<file path="config.mk">
export PLATFORM = sky130hd
export DESIGN_NAME = sd_dev_cmd_layer
export DESIGN_NICKNAME = d
export VERILOG_FILES = /design/src/rtl/sd_dev_pkg.sv /design/src/rtl/sd_crc7.sv /design/src/rtl/sd_dev_cmd_layer.sv
export SDC_FILE = /design/constraint.sdc
export NUM_CORES = 1
export LEC_CHECK = 0
export ABC_AREA = 1
export BUFFER_PORTS_ARGS = -buffer_cell sky130_fd_sc_hd__buf_2
export CAP_MARGIN = 15
export CORE_ASPECT_RATIO = 1.75
export CORE_UTILIZATION = 49
export DETAILED_ROUTE_END_ITERATION = 6
export PLACE_DENSITY = 0.72
export SYNTH_ARGS = -nofsm -noshare
export SYNTH_HDL_FRONTEND = slang
export SYNTH_HIERARCHICAL = 1
export SYNTH_SLANG_ARGS = --single-unit
</file>
<file path="constraint.sdc">
create_clock -name clk -period 3.51 [get_ports clk]
set_clock_uncertainty 0.2 [all_clocks]
set_input_delay 0.5265 -clock clk [delete_from_list [all_inputs] [get_ports clk]]
set_output_delay 0.5265 -clock clk [all_outputs]
set_load 0.02 [all_outputs]
</file>
<file path="src/rtl/sd_dev_pkg.sv">
// Shared types and constants for the SD device command-line engine.
// State encoding, frame geometry and the CRC7 step used on the CMD line.
package sd_dev_pkg;

    typedef enum logic [2:0] {
        ST_IDLE,
        ST_RX,
        ST_RX_CHECK,
        ST_TX_GAP,
        ST_TX,
        ST_TX_END
    } cmd_state_t;

    localparam int SHORT_LEN = 48;
    localparam int LONG_LEN  = 136;

    localparam logic [6:0] CRC7_POLY = 7'h09;

    // Bit positions inside a 48-bit frame (bit 47 is the start bit).
    localparam int TXB_POS = 46;
    localparam int IDX_LSB = 40;
    localparam int ARG_LSB = 8;
    localparam int CRC_LSB = 1;

    function automatic logic [6:0] crc7_step(input logic [6:0] c,
                                             input logic d);
        logic fb;
        fb = d ^ c[6];
        return {c[5:0], 1'b0} ^ (fb ? CRC7_POLY : 7'h00);
    endfunction

endpackage

</file>
<file path="src/rtl/sd_crc7.sv">
// Serial CRC7 (x^7+x^3+1), zero seed, one bit per enable.
// Shared by receive and transmit since the CMD line is half-duplex.
module sd_crc7
    import sd_dev_pkg::*;
(
    input  logic       clk,
    input  logic       rst,
    input  logic       en,
    input  logic       clr,
    input  logic       din,
    output logic [6:0] crc
);

    // Clear has priority so a new frame always starts from zero.
    always_ff @(posedge clk or negedge rst) begin
        if (!rst)
            crc <= 7'h00;
        else if (clr)
            crc <= 7'h00;
        else if (en)
            crc <= crc7_step(crc, din);
    end

endmodule

</file>
<file path="src/rtl/sd_dev_cmd_layer.sv">
// SD device CMD-line engine: 48-bit command receive, 48/136-bit response send.
// Define SD_CMD_RX_CRC_CHECK_EN to reject received frames on CRC7 mismatch.
module sd_dev_cmd_layer
    import sd_dev_pkg::*;
#(
    parameter int NCR = 2
) (
    input  logic         clk,
    input  logic         rst,
    input  logic         i_bit_stb,
    input  logic         i_sd_cmd_in,
    output logic         o_sd_cmd_dir,
    output logic         o_sd_cmd_out,
    output logic         o_cmd_stb,
    output logic [5:0]   o_cmd_index,
    output logic [31:0]  o_cmd_arg,
    output logic         o_cmd_crc_err,
    input  logic         i_rsp_stb,
    input  logic         i_rsp_long,
    input  logic [5:0]   i_rsp_index,
    input  logic [127:0] i_rsp_data,
    output logic         o_rsp_busy,
    output logic         o_rsp_done
);

    cmd_state_t   state_q, state_n;
    logic [7:0]   cnt_q, cnt_n;
    logic [46:0]  rx_sr_q, rx_sr_n;
    logic [135:0] frame_q, frame_n;
    logic         long_q, long_n;
    logic         dir_q, dir_n;
    logic         out_q, out_n;
    logic         stb_q, stb_n;
    logic         err_q, err_n;
    logic [5:0]   idx_q, idx_n;
    logic [31:0]  arg_q, arg_n;
    logic         busy_q, busy_n;
    logic         done_q, done_n;

    logic [6:0]   crc;
    logic         crc_en, crc_clr, crc_din;
    logic         crc_ok;
    logic [7:0]   pos;
    logic [7:0]   top;
    logic [2:0]   cidx;

    logic         unused_rsp_lsb;
    assign unused_rsp_lsb = i_rsp_data[0];

    sd_crc7 u_crc (
        .clk (clk),
        .rst (rst),
        .en  (crc_en),
        .clr (crc_clr),
        .din (crc_din),
        .crc (crc)
    );

`ifdef SD_CMD_RX_CRC_CHECK_EN
    assign crc_ok = (crc == rx_sr_q[CRC_LSB +: 7]);
`else
    assign crc_ok = 1'b1;
`endif

    // Next-state, datapath and output decode; everything is registered below.
    always_comb begin
        state_n = state_q;
        cnt_n   = cnt_q;
        rx_sr_n = rx_sr_q;
        frame_n = frame_q;
        long_n  = long_q;
        dir_n   = dir_q;
        out_n   = out_q;
        stb_n   = 1'b0;
        err_n   = 1'b0;
        idx_n   = idx_q;
        arg_n   = arg_q;
        busy_n  = busy_q;
        done_n  = 1'b0;
        crc_en  = 1'b0;
        crc_clr = 1'b0;
        crc_din = 1'b0;
        pos     = cnt_q - 8'd1;
        top     = long_q ? 8'(LONG_LEN - 1) : 8'(SHORT_LEN - 1);
        cidx    = pos[2:0] - 3'd1;

        unique case (state_q)
            ST_IDLE: begin
                crc_clr = 1'b1;
                if (i_bit_stb) begin
                    if (!i_sd_cmd_in) begin
                        state_n = ST_RX;
                        cnt_n   = 8'(SHORT_LEN - 1);
                    end else if (i_rsp_stb) begin
                        state_n = ST_TX_GAP;
                        cnt_n   = 8'(NCR - 1);
                        busy_n  = 1'b1;
                        dir_n   = 1'b1;
                        out_n   = 1'b1;
                        long_n  = i_rsp_long;
                        if (i_rsp_long)
                            frame_n = {2'b00, 6'h3f, i_rsp_data[127:1], 1'b1};
                        else
                            frame_n = {88'd0, 2'b00, i_rsp_index,
                                       i_rsp_data[31:0], 8'h01};
                    end
                end
            end
            ST_RX: begin
                if (i_bit_stb) begin
                    rx_sr_n = {rx_sr_q[45:0], i_sd_cmd_in};
                    cnt_n   = pos;
                    crc_en  = (cnt_q > 8'(ARG_LSB));
                    crc_din = i_sd_cmd_in;
                    if (cnt_q == 8'd1)
                        state_n = ST_RX_CHECK;
                end
            end
            ST_RX_CHECK: begin
                state_n = ST_IDLE;
                if (rx_sr_q[TXB_POS] && rx_sr_q[0] && crc_ok) begin
                    stb_n = 1'b1;
                    idx_n = rx_sr_q[IDX_LSB +: 6];
                    arg_n = rx_sr_q[ARG_LSB +: 32];
                end else begin
                    err_n = 1'b1;
                end
            end
            ST_TX_GAP: begin
                if (i_bit_stb) begin
                    if (cnt_q == 8'd0) begin
                        state_n = ST_TX;
                        cnt_n   = top;
                        out_n   = frame_q[top];
                        crc_en  = !long_q;
                        crc_din = frame_q[top];
                    end else begin
                        cnt_n = pos;
                    end
                end
            end
            ST_TX: begin
                if (i_bit_stb) begin
                    if (cnt_q == 8'd0) begin
                        state_n = ST_TX_END;
                        out_n   = 1'b1;
                    end else begin
                        cnt_n   = pos;
                        crc_en  = !long_q && (pos >= 8'(ARG_LSB));
                        crc_din = frame_q[pos];
                        if (!long_q && pos >= 8'(CRC_LSB) && pos < 8'(ARG_LSB))
                            out_n = crc[cidx];
                        else
                            out_n = frame_q[pos];
                    end
                end
            end
            ST_TX_END: begin
                if (i_bit_stb) begin
                    state_n = ST_IDLE;
                    dir_n   = 1'b0;
                    out_n   = 1'b1;
                    busy_n  = 1'b0;
                    done_n  = 1'b1;
                end
            end
            default: state_n = ST_IDLE;
        endcase
    end

    // State and output registers; reset releases the line immediately.
    always_ff @(posedge clk or negedge rst) begin
        if (!rst) begin
            state_q <= ST_IDLE;
            cnt_q   <= 8'd0;
            rx_sr_q <= '0;
            frame_q <= '0;
            long_q  <= 1'b0;
            dir_q   <= 1'b0;
            out_q   <= 1'b1;
            stb_q   <= 1'b0;
            err_q   <= 1'b0;
            idx_q   <= 6'd0;
            arg_q   <= 32'd0;
            busy_q  <= 1'b0;
            done_q  <= 1'b0;
        end else begin
            state_q <= state_n;
            cnt_q   <= cnt_n;
            rx_sr_q <= rx_sr_n;
            frame_q <= frame_n;
            long_q  <= long_n;
            dir_q   <= dir_n;
            out_q   <= out_n;
            stb_q   <= stb_n;
            err_q   <= err_n;
            idx_q   <= idx_n;
            arg_q   <= arg_n;
            busy_q  <= busy_n;
            done_q  <= done_n;
        end
    end

    assign o_sd_cmd_dir  = dir_q;
    assign o_sd_cmd_out  = out_q;
    assign o_cmd_stb     = stb_q;
    assign o_cmd_index   = idx_q;
    assign o_cmd_arg     = arg_q;
    assign o_cmd_crc_err = err_q;
    assign o_rsp_busy    = busy_q;
    assign o_rsp_done    = done_q;

endmodule

</file>
Word level (Yosys, flattened, before mapping)
Index checks and enable logic that the tools add are counted.
- flip-flop bits (word level): 245
- output and inout port bits: 44
- logic and storage cells: 122
- input port bits: 140
- magnitude comparators: 7
- eq/ne operators: 18
- bitwise operators: 2
- reductions and logical operators: 18
- $add $sub $neg: 2
- multiplexer cells: 62
- operators by type and width (cell ; count):
    2-to-1 mux 134 bit ; 1
    2-to-1 mux 8 bit ; 9
    case mux 8 bit (4 select lines) ; 1
    2-to-1 mux 1 bit ; 30
    2-to-1 mux 3 bit ; 10
    inequality test 2 bit (second input constant) ; 11
    < comparator 8 x 9 -> 1 bit (second input constant) ; 2
    binary-select mux 1 bit (select 8 bit) ; 2
    case mux 3 bit (5 select lines) ; 1
    2-to-1 mux 7 bit ; 2
    AND reduction 9 bit ; 1
    equality test 8 x 1 -> 1 bit (second input constant) ; 1
    greater-or-equal comparator 8 x 1 -> 1 bit (second input constant) ; 1
    greater-or-equal comparator 8 x 4 -> 1 bit (second input constant) ; 1
    > comparator 8 x 4 -> 1 bit (second input constant) ; 1
    zero test 8 bit ; 1
    < comparator 8 x 4 -> 1 bit (second input constant) ; 1
    AND reduction 8 bit ; 1
    nonzero test 4 bit ; 2
    subtractor 8 x 1 -> 8 bit (second input constant) ; 1
    AND reduction 7 bit ; 1
    XOR 7 bit ; 1
    equality test 3 x 2 -> 1 bit (second input constant) ; 2
    equality test 3 bit (second input constant) ; 2
    17 further kinds ; 23

Logic depth before layout (Yosys ltp)
Gate-level depths: netlist (run 1).
- depth after elaboration: 11
- mapped depth: 27
- mapped depth without buffers: 23

By module
Netlist (run 1), hierarchy kept.
- modules (own cells, without submodules) (module ; instances ; cells an instance ; area each (um2) ; seq. area each (um2)):
    sd_dev_cmd_layer ; 1 ; 1448 ; 11285.8 ; 5756.8
    sd_crc7 ; 1 ; 36 ; 312.8 ; 175.2

Least setup slack after synthesis (run 1)
OpenSTA, ideal clock, no wires.
- path kind: register -> register
- start: reg cnt_q[0]
- end: reg u_crc.crc[3]
- setup time: 0.117 ns
- stages on the path, launching flop included: 27
- path buffers: 4
- setup slack: 0.462 ns
- data arrival time: 2.730 ns
- path through: dfrtp_1 -> buf_4 -> inv_2 -> buf_6 -> buf_2 -> ha_1 -> inv_1 -> clkbuf_1 -> o211ai_1 -> nand2_1 -> nand2_1 -> nand3_1 -> nand2_1 -> nand2_1 -> nand2_1 -> inv_1 -> nand2_1 -> nand2_1 -> nand3_1 -> nand2_1 -> nand2_1 -> a22oi_1 -> inv_1 -> nand2_1 -> nand3_1 -> nand3_1 -> nand2_1
- cells in the longest elaborated chain, start to end: 11
- elaborated cells on any way between the ends: 24
- classes of those cells: add/sub (1); order compare (2); mux (16); bitwise (2); reduce/logical (3)
- RTL lines (item ; line ; RTL):
    start: declaration ; sd_dev_cmd_layer.sv:27 ; logic [7:0] cnt_q, cnt_n;
    start signal: assignment ; sd_dev_cmd_layer.sv:189 ; cnt_q <= cnt_n;
    subtractor 8 x 1 -> 8 bit ; sd_dev_cmd_layer.sv:83 ; pos = cnt_q - 8'd1;
    binary-select mux 1 bit (select 8 bit) ; sd_dev_cmd_layer.sv:150 ; crc_din = frame_q[pos];
    2-to-1 mux 1 bit (implied by the code) ; sd_dev_cmd_layer.sv:150 ;
    2-to-1 mux 1 bit ; sd_dev_cmd_layer.sv:144 ; if (cnt_q == 8'd0) begin
    2-to-1 mux 1 bit ; sd_dev_cmd_layer.sv:143 ; if (i_bit_stb) begin
    case mux 1 bit (3 select lines) * ; sd_dev_cmd_layer.sv:87 ; unique case (state_q)
    via crc_din ; sd_dev_cmd_layer.sv:41 ; logic crc_en, crc_clr, crc_din;
    XOR 1 bit * ; sd_dev_pkg.sv:28 ; fb = d ^ c[6];
    2-to-1 mux 4 bit * ; sd_dev_pkg.sv:29 ; return {c[5:0], 1'b0} ^ (fb ? CRC7_POLY : 7'h00);
    XOR 7 bit * ; sd_dev_pkg.sv:29 ;
    2-to-1 mux 7 bit * ; sd_crc7.sv:20 ; else if (en)
    2-to-1 mux 7 bit * ; sd_crc7.sv:18 ; else if (clr)
    end signal: assignment ; sd_crc7.sv:21 ; crc <= crc7_step(crc, din);
    end: declaration ; sd_crc7.sv:11 ; output logic [6:0] crc
The timed path passes the listed nets; every way through them passes the cells marked *. The select of a mux whose other input is x is not followed.
A chain may end at the register's enable or synchronous reset.

Worst setup path in the final report (run 1)
- start: reg cnt_q[1]
- end: reg u_crc.crc[3]
Same word-level chain as after synthesis.

==> metrics.yaml, run 1 <==
dp_hpwl_um: 20900
hp-class: "primary input to flop"
insertion_delay_ps: 510
drv_slew: 0
final_cell_mix: "385 x nand2_1, 235 x dfrtp_1, 224 x inv_1, 217 x o21ai_0, 181 x buf_2"
cts_sinks: 237
powerDensity_nw_per_um2: 843
cts_max_level: 1
final_core_util: 0.578
slowest_stage: "dfrtp_1"
async_flop_share: 1.00
cts_tree: "done"
dr.first_iter.drc_count: 724
drtPass1Iterations: 5
postSynthAreaPerCell_um2: 7.82
drc: 0
met2_length_um: 15800
p_int_mw: 6.75
viasPerCell: 5.22
r2r_slack_ps: 370
layout.nets: 1768
die_y_um: 206
grt_max_degree: 83
grt_pass1_wl_um: 48100
antenna_found_initial: 0
min_period_ps: 3140
crit_arrival_ps: 3330
row_count: 74
outcome: "finished, final reports clean"
wl_met3_um: 988
vdd.ir_drop.worst_uv: 374
grtUsageTotal: 0.247
finalSetupTns_ps: 0
critical_path_required_ps: 3700
postRouteAntennaNets: 0
clkSlewWorstSetupHoldPaths_ps: 70
drive_above_1_share: 0.172
diodes: 0
synth_area_um2: 11600
hold_viol: 0
vias: 10200
critPathLaunchType: "flop"
ys_seq_area_frac: 0.511
path_cells: "inv_1 > ha_1 > inv_1 > nand2_1 > nand2_1 > inv_2 > nand2_1 > nand3_1 > nand2_1 > nand2_1 > nand2_1 > inv_1 > nand2_1 > nand2_1 > nand3_1 > nand2_1 > nand2_1 > a22oi_1 > inv_1 > nand2_1 > nand3_1 > nand3_1 > nand2_1"
seqPwrFrac: 0.375
synth_top_cell_area_share: 0.509
p_comb_frac: 0.411
post_cts_buffers: 0
initial_core_util: 0.497
maxUsedRoutingLayer: "met4"
die_x_um: 118
synth_ff_type: "dfrtp_1"
die_area_um2: 24300
critPathMaxFanout: 17
synth_warnings: 6
synth_nets: 1627
worst_pin_slew_ps: 630
clockPowerShare: 0.214
cp_num_buf_inv: 5
yosys_register_bits: 237
leakage_nw: 6.85
swShare: 0.406
fin_crit_sh: 0.895
final_common_cell: "nand2_1"
wl_met1_um: 11300
yosysTopAreaCell: "dfrtp_1"
synth_edf_count: 0
worstSetupEndpointType: "flop"
critPathKind: "flop to flop"
cts_buffers: 22
fmax_ghz: 0.318
post_synth_main_area_contributors: "dfrtp_1 51%, nand2_1 12%, o21ai_0 9.4%"
rsz0062_at_grt: "no"
drt_wl_total_um: 29200
cts_buffer_depth: 3
areaGrowthSynthToFinish_pct: 16.2
critPathMostFrequentCell: "nand2_1"
postSynthCellCount: 1484
place_congestion: 0.888
crit_family: "simple AND/OR/NAND/NOR gates"
max-slew-margin-rel: 0.576
coreArea_um2: 23300
finalSetupViolations: 0
drv_cap: 0
grt.overflow.total: 0
io_pins: 184
portBuffers: 183
yosys.cell_types.count: 38
cts_root_buffer: "clkbuf_16"
p_sw_mw: 4.61
grt_pass1_vias: 9920
wl_per_cell_um: 15.0
slowest_delay_ps: 400
logic make-up (layout without fill, tap and decap cells):
group	Yosys count	after routing	synth area share
AOI/OAI and AO/OA	303	303	0.143
xor gates and xnor gates	4	4	0.00432
adders and majority gates	3	3	0.00324
buffers and inverters	328	484	0.115
DFF	237	237	0.511
and+or+nand+nor	609	609	0.223
power by group through the flow:
stage               Clock [mW]  Sequential [mW]  Combinational [mW]
CTS                       2.49             4.26                4.68
global route              2.59             4.37                5.28
finish                    2.43             4.26                4.67
detailed placement           0             4.30                4.64
global placement             0             4.27                4.58
floorplan                    0             4.42                3.08
metal layers:
layer	GRT usage	up-vias
met5	0	-
met4	0.112	0
met3	0.0244	84
met2	0.462	260
met1	0.282	4811
li1	-	4995
final cells by class:
type / instances / area, µm²
fillers: 2172 / 9860
flip-flops and latches: 237 / 5930
multi-input cells: 919 / 4340
repair buffers: 205 / 1170
inverters: 240 / 910
clock buffers: 34 / 687
well taps: 304 / 380
clock inverters: 5 / 53.8
metrics by stage:
stage / setup WS, ps / hold WS (ps) / instance area, µm² / instances / total power, mW
floorplan: 462 / 30.9 / 11600 / 1484 / 7.51
global placement: 401 / 252 / 12700 / 1904 / 8.85
detailed placement: 319 / 257 / 12700 / 1904 / 8.95
CTS: 308 / 43.0 / 13500 / 1944 / 11.4
global route: 45.9 / 59.9 / 13500 / 1944 / 12.2
finish: 368 / 52.0 / 13500 / 1944 / 11.4
worst register-to-register path, delay by kind of cell (launching register included):
kind | cells | cell delay [ps]
DFF | 1 | 400
adders and majority gates | 1 | 290
buffers and inverters | 5 | 630
and+or+nand+nor | 16 | 1270
AOI/OAI and AO/OA | 1 | 220
cell usage after synthesis (2+ instances only):
library cell and count:
o22ai_1 11, o211ai_1 33, nand4_1 2, inv_1 226, a22oi_1 4, a31oi_1 4
buf_2 28, nor2_4 3, xor2_1 2, o31ai_1 3, nand3_2 2, buf_4 8
dfrtp_1 236, o21ai_0 217, clkbuf_1 47, a21oi_1 13, buf_6 5, or2_2 3
nand3_1 161, ha_1 3, nand2_1 385, nand2_2 4, nor3_1 5, nor2_1 32
nor2_2 10, xor2_2 2, o21ai_1 12, inv_2 13
repair_timing:
action	in CTS	in global routing
hold buffers	1	0
endpoints found under the setup margin	0	1
hold endpoints to repair	69	0
gates resized for setup	0	1
sequential cells by signal, indices dropped and copies added, names as in the netlist:
register / count
o_cmd_stb: 1
o_rsp_busy: 1
o_rsp_done: 1
frame_q: 129
u_crc/crc: 7
cnt_q: 8
o_sd_cmd_out: 1
state_q: 3
o_cmd_crc_err: 1
rx_sr_q: 47
o_cmd_arg: 32
o_cmd_index: 6
worst paths after layout:
path / start / endpoint / depth (start not counted)
max: cnt_q[1]$_DFFE_PN0P_ / u_crc/crc[3]$_DFFE_PN0P_ / 23
min: i_rsp_data[96] / frame_q[96]$_DFFE_PN0P_ / 3
min reg2reg: rx_sr_q[0]$_DFFE_PN0P_ / o_cmd_crc_err$_DFF_PN0_ / 1
min in group asynchronous: rst / rx_sr_q[21]$_DFFE_PN0P_ / 2
max in group asynchronous: rst / cnt_q[0]$_DFFE_PN0P_ / 3
max reg2reg: cnt_q[1]$_DFFE_PN0P_ / u_crc/crc[3]$_DFFE_PN0P_ / 23
No activity file was read; power rests on OpenSTA's default activity.
==> run 2: changes to the inputs <==
--- a/config.mk
+++ b/config.mk
@@ -11,6 +11,7 @@
 export CORE_ASPECT_RATIO = 1.75
 export CORE_UTILIZATION = 49
 export DETAILED_ROUTE_END_ITERATION = 6
+export MAX_ROUTING_LAYER = met4
 export PLACE_DENSITY = 0.72
 export SYNTH_ARGS = -nofsm -noshare
 export SYNTH_HDL_FRONTEND = slang
==> run 2 against run 1 <==
Register-to-register slack improved by 20 ps. Sequential power barely moved. Routed wire length decreased by 1.5%. Largest power group unchanged. Hold slack gained 1.7 ps. First-iteration DRC count fell by 22%. Utilization is 0.091 points lower. Clock-buffer cell count down 6. Critical endpoint is now u_crc/crc[1]$_DFFE_PN0P_. Fmax is 0.65% higher. Die area is the same. Critical path type unchanged. Clock power down 5%. Critical path depth shrank 8.
==> metrics.yaml, run 2 (synthesized netlist as in run 1, its figures left out) <==
r2r-end: "u_crc/crc[1]$_DFFE_PN0P_"  # was u_crc/crc[3]$_DFFE_PN0P_
crit_start: "cnt_q[0]$_DFFE_PN0P_"  # was cnt_q[1]$_DFFE_PN0P_
hold_viol: 0  # unchanged
cp_num_buf_inv: 4  # was 5
vdd.ir_drop.worst_uv: 438  # was 374 µV
insertion_delay_ps: 510  # about the same
r2r_slack_ps: 390  # was 370 ps
areaGrowthSynthToFinish_pct: 16.0  # was 16.2%
viasPerCell: 5.15  # was 5.22
portBuffers: 183  # unchanged
slowest_stage: "xor2_1"  # was dfrtp_1
slowest_delay_ps: 490  # was 400 ps
total_power_mw: 11.2  # was 11.4 mW
grt_pass1_wl_um: 47500  # was 48,100 µm
final_cell_area_um2: 13500  # about the same
critPathLaunchType: "flop"  # unchanged
place_inst: 1908  # was 1,904
initial_core_util: 0.497  # unchanged
r2r-start: "cnt_q[0]$_DFFE_PN0P_"  # was cnt_q[1]$_DFFE_PN0P_
endpoint: "u_crc/crc[1]$_DFFE_PN0P_"  # was u_crc/crc[3]$_DFFE_PN0P_
grt.overflow.total: 0  # unchanged
die_x_um: 118  # unchanged
post_cts_buffers: 0  # unchanged
leakage_nw: 6.85  # about the same
final_common_cell: "nand2_1"  # unchanged
regMostFlops: "frame_q"  # unchanged
cts_buffers: 23  # was 22
die_area_um2: 24300  # unchanged
drtPass1Iterations: 5  # unchanged
worst-r2r-cell-count: 15  # was 23
cts_buffer_depth: 3  # unchanged
critPathMostFrequentCell: "inv_2"  # was nand2_1
clkSlewWorstSetupHoldPaths_ps: 70  # about the same
coreArea_um2: 23300  # unchanged
fmax_ghz: 0.320  # was 0.318 GHz
worstSetupEndpointType: "flop"  # unchanged
dr.first_iter.drc_count: 567  # was 724
powerDensity_nw_per_um2: 833  # was 843 nW/µm²
path_cells: "inv_2 > buf_4 > nand2_2 > nor2_2 > nand2_1 > nor2_1 > xor2_1 > nor2_2 > o31ai_1 > a21oi_1 > a21oi_1 > inv_2 > nor2_4 > inv_2 > o22ai_1"  # was inv_1 > ha_1 > inv_1 > nand2_1 > nand2_1 > inv_2 > nand2_1 > nand3_1 > nand2_1 > nand2_1 > nand2_1 > inv_1 > nand2_1 > nand2_1 > nand3_1 > nand2_1 > nand2_1 > a22oi_1 > inv_1 > nand2_1 > nand3_1 > nand3_1 > nand2_1
place_area_um2: 12800  # was 12,700 µm²
final_cell_mix: "385 x nand2_1, 235 x dfrtp_1, 225 x inv_1, 217 x o21ai_0, 181 x buf_2"  # was 385 x nand2_1, 235 x dfrtp_1, 224 x inv_1, 217 x o21ai_0, 181 x buf_2
diodes: 0  # unchanged
drv_cap: 0  # unchanged
max-slew-margin-rel: 0.470  # was 0.576
critPathKind: "flop to flop"  # unchanged
vias: 10000  # was 10,200
fin_crit_sh: 0.889  # was 0.895
row_count: 74  # unchanged
finalSetupTns_ps: 0  # unchanged
dp_hpwl_um: 20900  # about the same
grtUsageTotal: 0.250  # was 0.247
grt_pass1_vias: 9962  # was 9,920
instances_no_fill: 1947  # was 1,944
postRouteAntennaNets: 0  # unchanged
drive_above_1_share: 0.173  # was 0.172
crit_arrival_ps: 3350  # was 3330 ps
finalSetupViolations: 0  # unchanged
hp-class: "primary input to flop"  # unchanged
place_congestion: 0.900  # was 0.888
cts_sinks: 237  # unchanged
crit_family: "simple AND/OR/NAND/NOR gates"  # unchanged
rsz0062_at_grt: "no"  # unchanged
worst_pin_slew_ps: 796  # was 630 ps
crit_cells: 15  # was 23
drv_slew: 0  # unchanged
antenna_found_initial: 0  # unchanged
drt_wl_total_um: 28700  # was 29,200 µm
outcome: "finished, final reports clean"  # unchanged
largest_reg_flops: 129  # unchanged
cts_tree: "done"  # unchanged
die_y_um: 206  # unchanged
io_pins: 184  # unchanged
fillers: 2242  # was 2,172
min_period_ps: 3120  # was 3140 ps
wl_per_cell_um: 14.8  # was 15.0 µm
cts_max_level: 1  # unchanged
final_core_util: 0.577  # was 0.578
layout.nets: 1773  # was 1,768
critical_path_required_ps: 3740  # was 3700 ps
critPathMaxFanout: 25  # was 17
grt_max_degree: 96  # was 83
drc: 0  # unchanged
cts_root_buffer: "clkbuf_16"  # unchanged
==> run 2: cell count changes in the layout (fill, tap and decap cells not counted) <==
| cell | before | now |
|---|---|---|
| inv_6 | 2 | 3 |
| clkinv_4 | 0 | 1 |
| clkinv_2 | 3 | 5 |
| buf_4 | 16 | 20 |
| inv_1 | 224 | 225 |
| clkbuf_8 | 7 | 1 |
==> run 2: final cells by class <==
type | instances | area (µm²) | area share
Clock buffer | 28 | 604 | 0.0449
Clock inverter | 10 | 88.8 | 0.00660
Inverter | 240 | 906 | 0.0673
Multi-Input combinational cell | 919 | 4340 | 0.323
Sequential cell | 237 | 5930 | 0.441
Tap cell | 304 | 380 | 0.0283
Timing Repair Buffer | 209 | 1200 | 0.0893
==> run 2: per-stage QoR <==
| stage | hold WS [ps] | setup slack [ps] |
|---|---|---|
| after global placement | 256 | 475 |
| after detailed placement | 259 | 453 |
| after CTS | 38.0 | 437 |
| after global routing | 48.7 | 137 |
| after floorplan | 30.9 | 462 |
| final | 53.7 | 389 |
==> run 2: tightest hold or removal path, cell delays in order <==
cell,delay (ps)
buf_2,80
nand3_1,60
o21ai_0,60
==> run 2: power breakdown <==
part           switching [mW]  internal [mW]  total [mW]
registers               0.453           3.80        4.26
clock network            1.02           1.30        2.32
logic                    3.12           1.52        4.64
total                    4.59           6.63        11.2
==> run 2: worst min path at each step <==
stage / to / startpoint / slack [ps] / cells after the start
after global routing: frame_q[117]$_DFFE_PN0P_ / i_rsp_data[117] / 50 / 3
after detailed placement: o_cmd_crc_err$_DFF_PN0_ / rx_sr_q[46]$_DFFE_PN0P_ / 260 / 1
after global placement: rx_sr_q[3]$_DFFE_PN0P_ / rx_sr_q[3]$_DFFE_PN0P_ / 260 / 2
after CTS: frame_q[104]$_DFFE_PN0P_ / i_rsp_data[104] / 40 / 3
after floorplan: cnt_q[0]$_DFFE_PN0P_ / rst / 30 / 0
final: frame_q[81]$_DFFE_PN0P_ / i_rsp_data[81] / 50 / 3
==> run 2: routing by layer <==
| layer | share of wire | wire [µm] | vias to the layer above | global-route usage |
|---|---|---|---|---|
| met3 | 0.035 | 1010 | 89 | 0.0258 |
| li1 | - | - | 5007 | - |
| met4 | 0.054 | 1550 | 0 | 0.137 |
| met1 | 0.39 | 11200 | 4671 | 0.274 |
| met5 | 0 | 0 | - | - |
| met2 | 0.52 | 15000 | 264 | 0.446 |
==> run 2: what timing repair did <==
item,CTS,global route
resized for setup,0,0
endpoints found under the hold margin,92,0
hold buffers,1,0
